$ cat config.mk
export PLATFORM = sky130hd
export DESIGN_NAME = seq_bypass_mult_flat
export DESIGN_NICKNAME = d
export VERILOG_FILES = /design/src/rtl/seq_bypass_mult_if.sv /design/src/rtl/seq_bypass_mult.sv /design/src/flat_wrapper.sv
export SDC_FILE = /design/constraint.sdc
export NUM_CORES = 1
export LEC_CHECK = 0
export CAP_MARGIN = 20
export CORE_MARGIN = 1.5
export CORE_UTILIZATION = 40
export CTS_CLUSTER_DIAMETER = 40
export DETAILED_ROUTE_END_ITERATION = 10
export DONT_BUFFER_PORTS = 1
export PLACE_DENSITY = 0.6
export SLEW_MARGIN = 5
export SYNTH_ARGS = -nofsm -noshare
export SYNTH_HDL_FRONTEND = slang
export SYNTH_SLANG_ARGS = --single-unit
$ cat constraint.sdc
create_clock -name clk -period 2.5 [get_ports clk]
set_input_delay 0.5 -clock clk [delete_from_list [all_inputs] [get_ports clk]]
set_output_delay 0.5 -clock clk [all_outputs]
set_load 0.01 [all_outputs]
$ cat src/rtl/seq_bypass_mult_if.sv
// -----------------------------------------------------------------------------
// seq_bypass_mult_if
//
// Purpose:
//   Groups the operand handshake, the result handshake and the status line of
//   the sequential row-bypass multiplier into a single bundle. The clock and
//   the reset are not part of the bundle; they stay plain ports on the block.
//
// Parameters:
//   WIDTH      operand width in bits (product is 2*WIDTH bits)
//
// Signals:
//   in_valid   master -> slave   operands a/b valid
//   in_ready   slave  -> master  block can accept operands
//   a          master -> slave   multiplicand, WIDTH bits
//   b          master -> slave   multiplier, WIDTH bits
//   out_valid  slave  -> master  pro and add_count valid
//   out_ready  master -> slave   consumer accepts result
//   pro        slave  -> master  product a*b, 2*WIDTH bits
//   add_count  slave  -> master  rows where the adder was engaged, CW bits
//   busy       slave  -> master  high while a multiplication is in flight
//
// Modports:
//   master     the side that supplies operands and consumes results
//   slave      the multiplier itself
// -----------------------------------------------------------------------------
interface seq_bypass_mult_if #(
    parameter int WIDTH = 4
);

    localparam int CW = $clog2(WIDTH + 1);

    logic                 in_valid;
    logic                 in_ready;
    logic [WIDTH-1:0]     a;
    logic [WIDTH-1:0]     b;
    logic                 out_valid;
    logic                 out_ready;
    logic [2*WIDTH-1:0]   pro;
    logic [CW-1:0]        add_count;
    logic                 busy;

    modport master (
        output in_valid,
        output a,
        output b,
        output out_ready,
        input  in_ready,
        input  out_valid,
        input  pro,
        input  add_count,
        input  busy
    );

    modport slave (
        input  in_valid,
        input  a,
        input  b,
        input  out_ready,
        output in_ready,
        output out_valid,
        output pro,
        output add_count,
        output busy
    );

endinterface

$ cat src/rtl/seq_bypass_mult.sv
// -----------------------------------------------------------------------------
// seq_bypass_mult
//
// Purpose:
//   WIDTH x WIDTH unsigned sequential multiplier. One partial-product row is
//   handled per clock. When the current multiplier bit is 0 the row is
//   bypassed: the accumulator keeps its value and only the row position
//   advances. The number of rows that actually went through the adder is
//   reported alongside the product.
//
//   Operation:
//     IDLE  -> accept a/b on in_valid, clear accumulator and counters
//     CALC  -> one row per edge, rows 0 .. WIDTH-1
//     DONE  -> hold pro/add_count with out_valid high until out_ready
//   Requests are never overlapped: in_ready is only high in IDLE, and a
//   request presented in the same cycle that DONE is acknowledged is not
//   taken until the block is back in IDLE.
//
// Parameters:
//   WIDTH      operand width, 2..32; product width is 2*WIDTH
//
// Ports:
//   clk        rising-edge clock
//   rst_n      asynchronous active-low reset, aborts any operation in flight
//   bus        seq_bypass_mult_if.slave (in_valid/in_ready/a/b,
//              out_valid/out_ready/pro/add_count, busy)
//
// Build option:
//   SEQ_BYPASS_MULT_ZERO_SKIP_EN
//     When defined, CALC terminates as soon as no set multiplier bits remain,
//     giving a latency of msb_index(b)+1 cycles, and b==0 goes straight from
//     IDLE to DONE on the accept edge. When undefined, latency is always
//     WIDTH cycles. pro and add_count are the same in both builds.
// -----------------------------------------------------------------------------
module seq_bypass_mult #(
    parameter int WIDTH = 4
) (
    input  logic              clk,
    input  logic              rst_n,
    seq_bypass_mult_if.slave  bus
);

    localparam int CW = $clog2(WIDTH + 1);
    localparam int PW = 2 * WIDTH;

    typedef enum logic [1:0] {
        IDLE = 2'd0,
        CALC = 2'd1,
        DONE = 2'd2
    } state_t;

    state_t           state;
    logic [WIDTH-1:0] mcand;
    logic [WIDTH-1:0] mplier;
    logic [PW-1:0]    acc;
    logic [CW-1:0]    row;

    logic [PW-1:0]    addend;
    logic [PW-1:0]    acc_next;
    logic [WIDTH-1:0] mplier_next;
    logic             last_row;

    // Row datapath. The multiplicand is zero-extended to the full product
    // width before shifting so no bits are lost on the upper rows. The adder
    // result is only selected when the multiplier LSB is set; otherwise the
    // accumulator passes straight through (bypassed row).
    always_comb begin
        addend      = {{WIDTH{1'b0}}, mcand} << row;
        acc_next    = mplier[0] ? (acc + addend) : acc;
        mplier_next = mplier >> 1;
`ifdef SEQ_BYPASS_MULT_ZERO_SKIP_EN
        // Stop as soon as the remaining multiplier is empty; the final row
        // check is kept so termination never depends on data alone.
        last_row    = (mplier_next == '0) || (row == CW'(WIDTH - 1));
`else
        last_row    = (row == CW'(WIDTH - 1));
`endif
    end

    // Control FSM with registered status outputs. in_ready, out_valid and
    // busy are written together with the state so they always equal their
    // state decode (IDLE, DONE and not-IDLE respectively) without any
    // combinational path from state to the ports.
    always_ff @(posedge clk or negedge rst_n) begin
        if (!rst_n) begin
            state         <= IDLE;
            mcand         <= '0;
            mplier        <= '0;
            acc           <= '0;
            row           <= '0;
            bus.pro       <= '0;
            bus.add_count <= '0;
            bus.in_ready  <= 1'b1;
            bus.out_valid <= 1'b0;
            bus.busy      <= 1'b0;
        end else begin
            case (state)
                IDLE: begin
                    if (bus.in_valid) begin
                        mcand         <= bus.a;
                        mplier        <= bus.b;
                        acc           <= '0;
                        row           <= '0;
                        bus.add_count <= '0;
                        bus.in_ready  <= 1'b0;
                        bus.busy      <= 1'b1;
`ifdef SEQ_BYPASS_MULT_ZERO_SKIP_EN
                        // Nothing to add for a zero multiplier: the result is
                        // known on the accept edge.
                        if (bus.b == '0) begin
                            bus.pro       <= '0;
                            bus.out_valid <= 1'b1;
                            state         <= DONE;
                        end else begin
                            state         <= CALC;
                        end
`else
                        state         <= CALC;
`endif
                    end
                end

                CALC: begin
                    acc    <= acc_next;
                    mplier <= mplier_next;
                    row    <= row + CW'(1);
                    if (mplier[0]) begin
                        bus.add_count <= bus.add_count + CW'(1);
                    end
                    if (last_row) begin
                        bus.pro       <= acc_next;
                        bus.out_valid <= 1'b1;
                        state         <= DONE;
                    end
                end

                DONE: begin
                    // pro is left as-is on the way out; it only carries
                    // meaning while out_valid is high.
                    if (bus.out_ready) begin
                        bus.out_valid <= 1'b0;
                        bus.in_ready  <= 1'b1;
                        bus.busy      <= 1'b0;
                        state         <= IDLE;
                    end
                end

                default: begin
                    bus.out_valid <= 1'b0;
                    bus.in_ready  <= 1'b1;
                    bus.busy      <= 1'b0;
                    state         <= IDLE;
                end
            endcase
        end
    end

endmodule

$ cat src/flat_wrapper.sv
// flat-port wrapper written by rule: the top's interface ports become plain ports
module seq_bypass_mult_flat 
#(
    parameter int WIDTH = 4
)
  (clk, rst_n, bus_in_valid, bus_a, bus_b, bus_out_ready, bus_in_ready, bus_out_valid, bus_pro, bus_add_count, bus_busy);
  seq_bypass_mult_if #(.WIDTH(WIDTH)) bus_i ();
  input  logic clk;
  input  logic rst_n;
  input wire logic [$bits(bus_i.in_valid)-1:0] bus_in_valid;
  input wire logic [$bits(bus_i.a)-1:0] bus_a;
  input wire logic [$bits(bus_i.b)-1:0] bus_b;
  input wire logic [$bits(bus_i.out_ready)-1:0] bus_out_ready;
  output wire logic [$bits(bus_i.in_ready)-1:0] bus_in_ready;
  output wire logic [$bits(bus_i.out_valid)-1:0] bus_out_valid;
  output wire logic [$bits(bus_i.pro)-1:0] bus_pro;
  output wire logic [$bits(bus_i.add_count)-1:0] bus_add_count;
  output wire logic [$bits(bus_i.busy)-1:0] bus_busy;
  assign bus_i.in_valid = bus_in_valid;
  assign bus_i.a = bus_a;
  assign bus_i.b = bus_b;
  assign bus_i.out_ready = bus_out_ready;
  assign bus_in_ready = bus_i.in_ready;
  assign bus_out_valid = bus_i.out_valid;
  assign bus_pro = bus_i.pro;
  assign bus_add_count = bus_i.add_count;
  assign bus_busy = bus_i.busy;
  seq_bypass_mult #(.WIDTH(WIDTH)) u_core (.clk(clk), .rst_n(rst_n), .bus(bus_i));
endmodule
==> run metrics, run 1 <==
CTS Buf Count=5; Rows=25; largest net degree at the start of global routing=35; Sw Pwr=1.254 mW; IO Port Bufs=0; PD cells=1359 mW/mm²; Synth top area share=43.96%; die width=72.57 µm; pre-CTS setup slack=0.03292 ns; clock sinks=35; Area contributors post-synth=dfrtp_1, ha_1, nand2_1, o21ai_0, mux2i_1; Tightest Pin Transition=0.6340 ns; Reg power frac=37.0%; ys async rst share=100.0%; critical path class=flop to flop; Wirelength per Cell=15.93 µm; Core ar.=0.004692 mm²; crit-path cells=buf_4 -> mux2i_1 -> or3_4 -> fa_2 -> nor2b_1 -> o31a_1 -> o21a_1 -> nor2_2 -> xnor2_1 -> a22o_1; DRC Markers=0; Starting Density=41.25%; Slew Viols, Final=0; gr usage total=17.44%; critical path arrival=2.57 ns; Clk pwr share=13.8%; XOR/XNOR share of the synthesized area=3.167%; Leakage=0.9792 nW; CP max stage delay=0.44 ns; Ports=26; largest family of logic cells by synthesized area=compound AO/OA/AOI/OAI gates; Post-Synth Simple-Gate Area=15.32%; global-route wire length before repair=6920 µm; Layout area overhead=12.80%; GP Congestion=0.8572; syn_area_per_cell=9.727 µm²; FMAX=417.3 MHz; count leader, synth=dfrtp_1; Commonest cells post-synth=dfrtp_1, nand2_1, o21ai_0; clock latency on the worst-skew pair=0.29 ns; vias=1437; critical path capture point type=flop; mapped cell area=0.001936 mm²; Final Routed Wirelength=4189 µm; cell accounting for the most synthesized area=dfrtp_1; Worst R2R Path Depth=10; Layout Utilization=46.53%; RSZ-0062 raised after global routing=yes; critical path peak fanout=5; Worst-path clk slew=0.08 ns; Gate Count Post-Synth=199; Worst setup startpoint=u_core.row[0]; Net count, final=232; GRT overflow=0; drt via density=5.464; Adder-Cell Fraction of Synth Area=8.145%; DRT Pass-1 Iters=4; YS warnings=0; Root Buffer=clkbuf_8; Critical Path End=u_core.acc[6]; Die H=72.57 µm; WP data required=2.68 ns; Internal=1.714 mW; Post-synth EDFFs=0; Top FF cell, synth=dfrtp_1; Clock H-tree levels=2; clk_skew=0.006351 ns; outcome=finished clean; setup slack after layout=0.1035 ns; DR iter-0 viols=65; Yosys cell types=36; flop2flop setup slack=0.10 ns; Max Root-Sink Buffers=2; switch share=42.25%; Final period util=95.86%; antenna violations before repair=0; combinational fraction of design power=49.3%; clock tree from TritonCTS=built; Synth Area in Compound Gates=16.42%; Final Hold Vio Count=0; Die ar.=0.005266 mm²; number of global-route vias before repair=1370; post-route minimum period=2.396 ns; layout cells sized above 1=17.22%; CP Launch Type=flop; register area share after synthesis=45.31%; final instance area=0.002183 mm²; Worst R2R End=u_core.acc[6]; Finish-stage setup viols=0; placed instance area=0.002019 mm²; DP HPWL=2878 µm; slew margin rel.=57.73%; Antenna Cells=0; Syn Nets=223; Tot Pwr=2.967 mW; Worst Hold Class=primary input to async pin; FF-to-FF Start=u_core.row[0]; post-route ant nets=0; CP max stage cell=dfrtp_2; number of synthesized register bits=35; Max Cap Viol=0; mux cell area share after synthesis=8.209%; maximum vdd ir drop=487.7 µV
layer usage:
| layer | vias to the layer above | track usage (%) | share of wire [%] |
|---|---|---|---|
| li1 | 717 | - | - |
| met1 | 690 | 25.00 | 49 |
| met2 | 26 | 25.79 | 46 |
| met3 | 4 | 4.444 | 4.1 |
| met4 | 0 | 5.660 | 1.4 |
| met5 | - | 0 | 0 |
through the flow:
step / TNS, ns / instances / hold WS (ns)
final: 0 / 263 / 0.03417
after global routing: -0.01610 / 263 / 0.02678
after CTS: 0 / 261 / 0.03438
after detailed placement: 0 / 252 / 0.2052
after floorplan: 0 / 199 / 0.2044
after global placement: 0 / 252 / 0.2053
what timing repair did:
action	CTS	global route
hold endpoints to repair	34	0
resized for setup	0	12
setup endpoints to repair	0	4
buffers inserted	0	2
hold buffers	1	0
state kept, by name (all words and copies together) (netlist names):
name / count
u_core.bus.busy: 1
u_core.row: 3
u_core.state: 2
u_core.acc: 8
u_core.bus.add_count: 3
u_core.mcand: 4
u_core.mplier: 4
u_core.bus.in_ready: 1
u_core.bus.pro: 8
u_core.bus.out_valid: 1
cell type report:
type                       instances  area [µm²]
fill                             449        2509
clock buffer                       6       72.57
sequential                        35       879.6
tap                               54       67.56
multi-input combinational        149        1033
timing repair buffer              11       95.09
clock inverter                     2       12.51
inverter                           6       22.52
logic make-up (layout without fill, tap and decap cells):
logic type | count (synthesis) | count (layout)
compound gates | 53 | 53
xor+xnor | 7 | 7
fa+ha+maj | 12 | 12
buf+inv | 15 | 25
flops | 35 | 35
mux | 14 | 14
simple gates | 63 | 63
power by group through the flow:
| stage | sequential [mW] | clock, mW | combinational (mW) |
|---|---|---|---|
| CTS | 1.09 | 0.424 | 1.36 |
| floorplan | 0.993 | 0 | 1.08 |
| finish | 1.10 | 0.408 | 1.46 |
| detailed placement | 1.10 | 0 | 1.33 |
| global placement | 1.09 | 0 | 1.32 |
| global route | 1.13 | 0.448 | 1.65 |
critical path, delay by kind of cell (launching register included):
| kind | cells | cell delay [ns] |
|---|---|---|
| AOI/OAI and AO/OA | 3 | 0.48 |
| xor gates and xnor gates | 1 | 0.11 |
| adders and majority gates | 1 | 0.39 |
| buffers and inverters | 1 | 0.15 |
| DFF | 1 | 0.44 |
| muxes | 1 | 0.15 |
| and+or+nand+nor | 3 | 0.56 |
how the worst min path moves through the flow:
stage / to / slack [ns] / cells past startpoint
after floorplan: u_core.acc[0] / 0.20 / 0
after global placement: u_core.bus.pro[3] / 0.21 / 0
after detailed placement: u_core.bus.pro[3] / 0.21 / 0
after CTS: u_core.bus.pro[3] / 0.03 / 1
after global routing: u_core.bus.in_ready / 0.03 / 0
final: u_core.bus.pro[3] / 0.03 / 1
cell usage in the layout, fill, tap and decap left out, types with 3 or more instances in the layout:
cell type and n:
a22o_1 7, nand3_1 4, nor3b_1 3, clkbuf_8 5, xor2_1 4, nand2_1 30
o21ai_0 21, and2_1 4, inv_1 6, xnor2_1 3, buf_4 10, a31oi_1 5
mux2_2 5, a21oi_1 10, ha_1 9, nor2_1 8, dfrtp_1 32, mux2i_1 7
Power figures use the tool's default switching activity.
==> inputs of run 2 (changes only) <==
Settings changed: CTS_CLUSTER_SIZE from default to 30, SLEW_MARGIN 5 to 20.
==> results of run 2 <==
Final layout, timing and power as in run 1 (identical DEF).
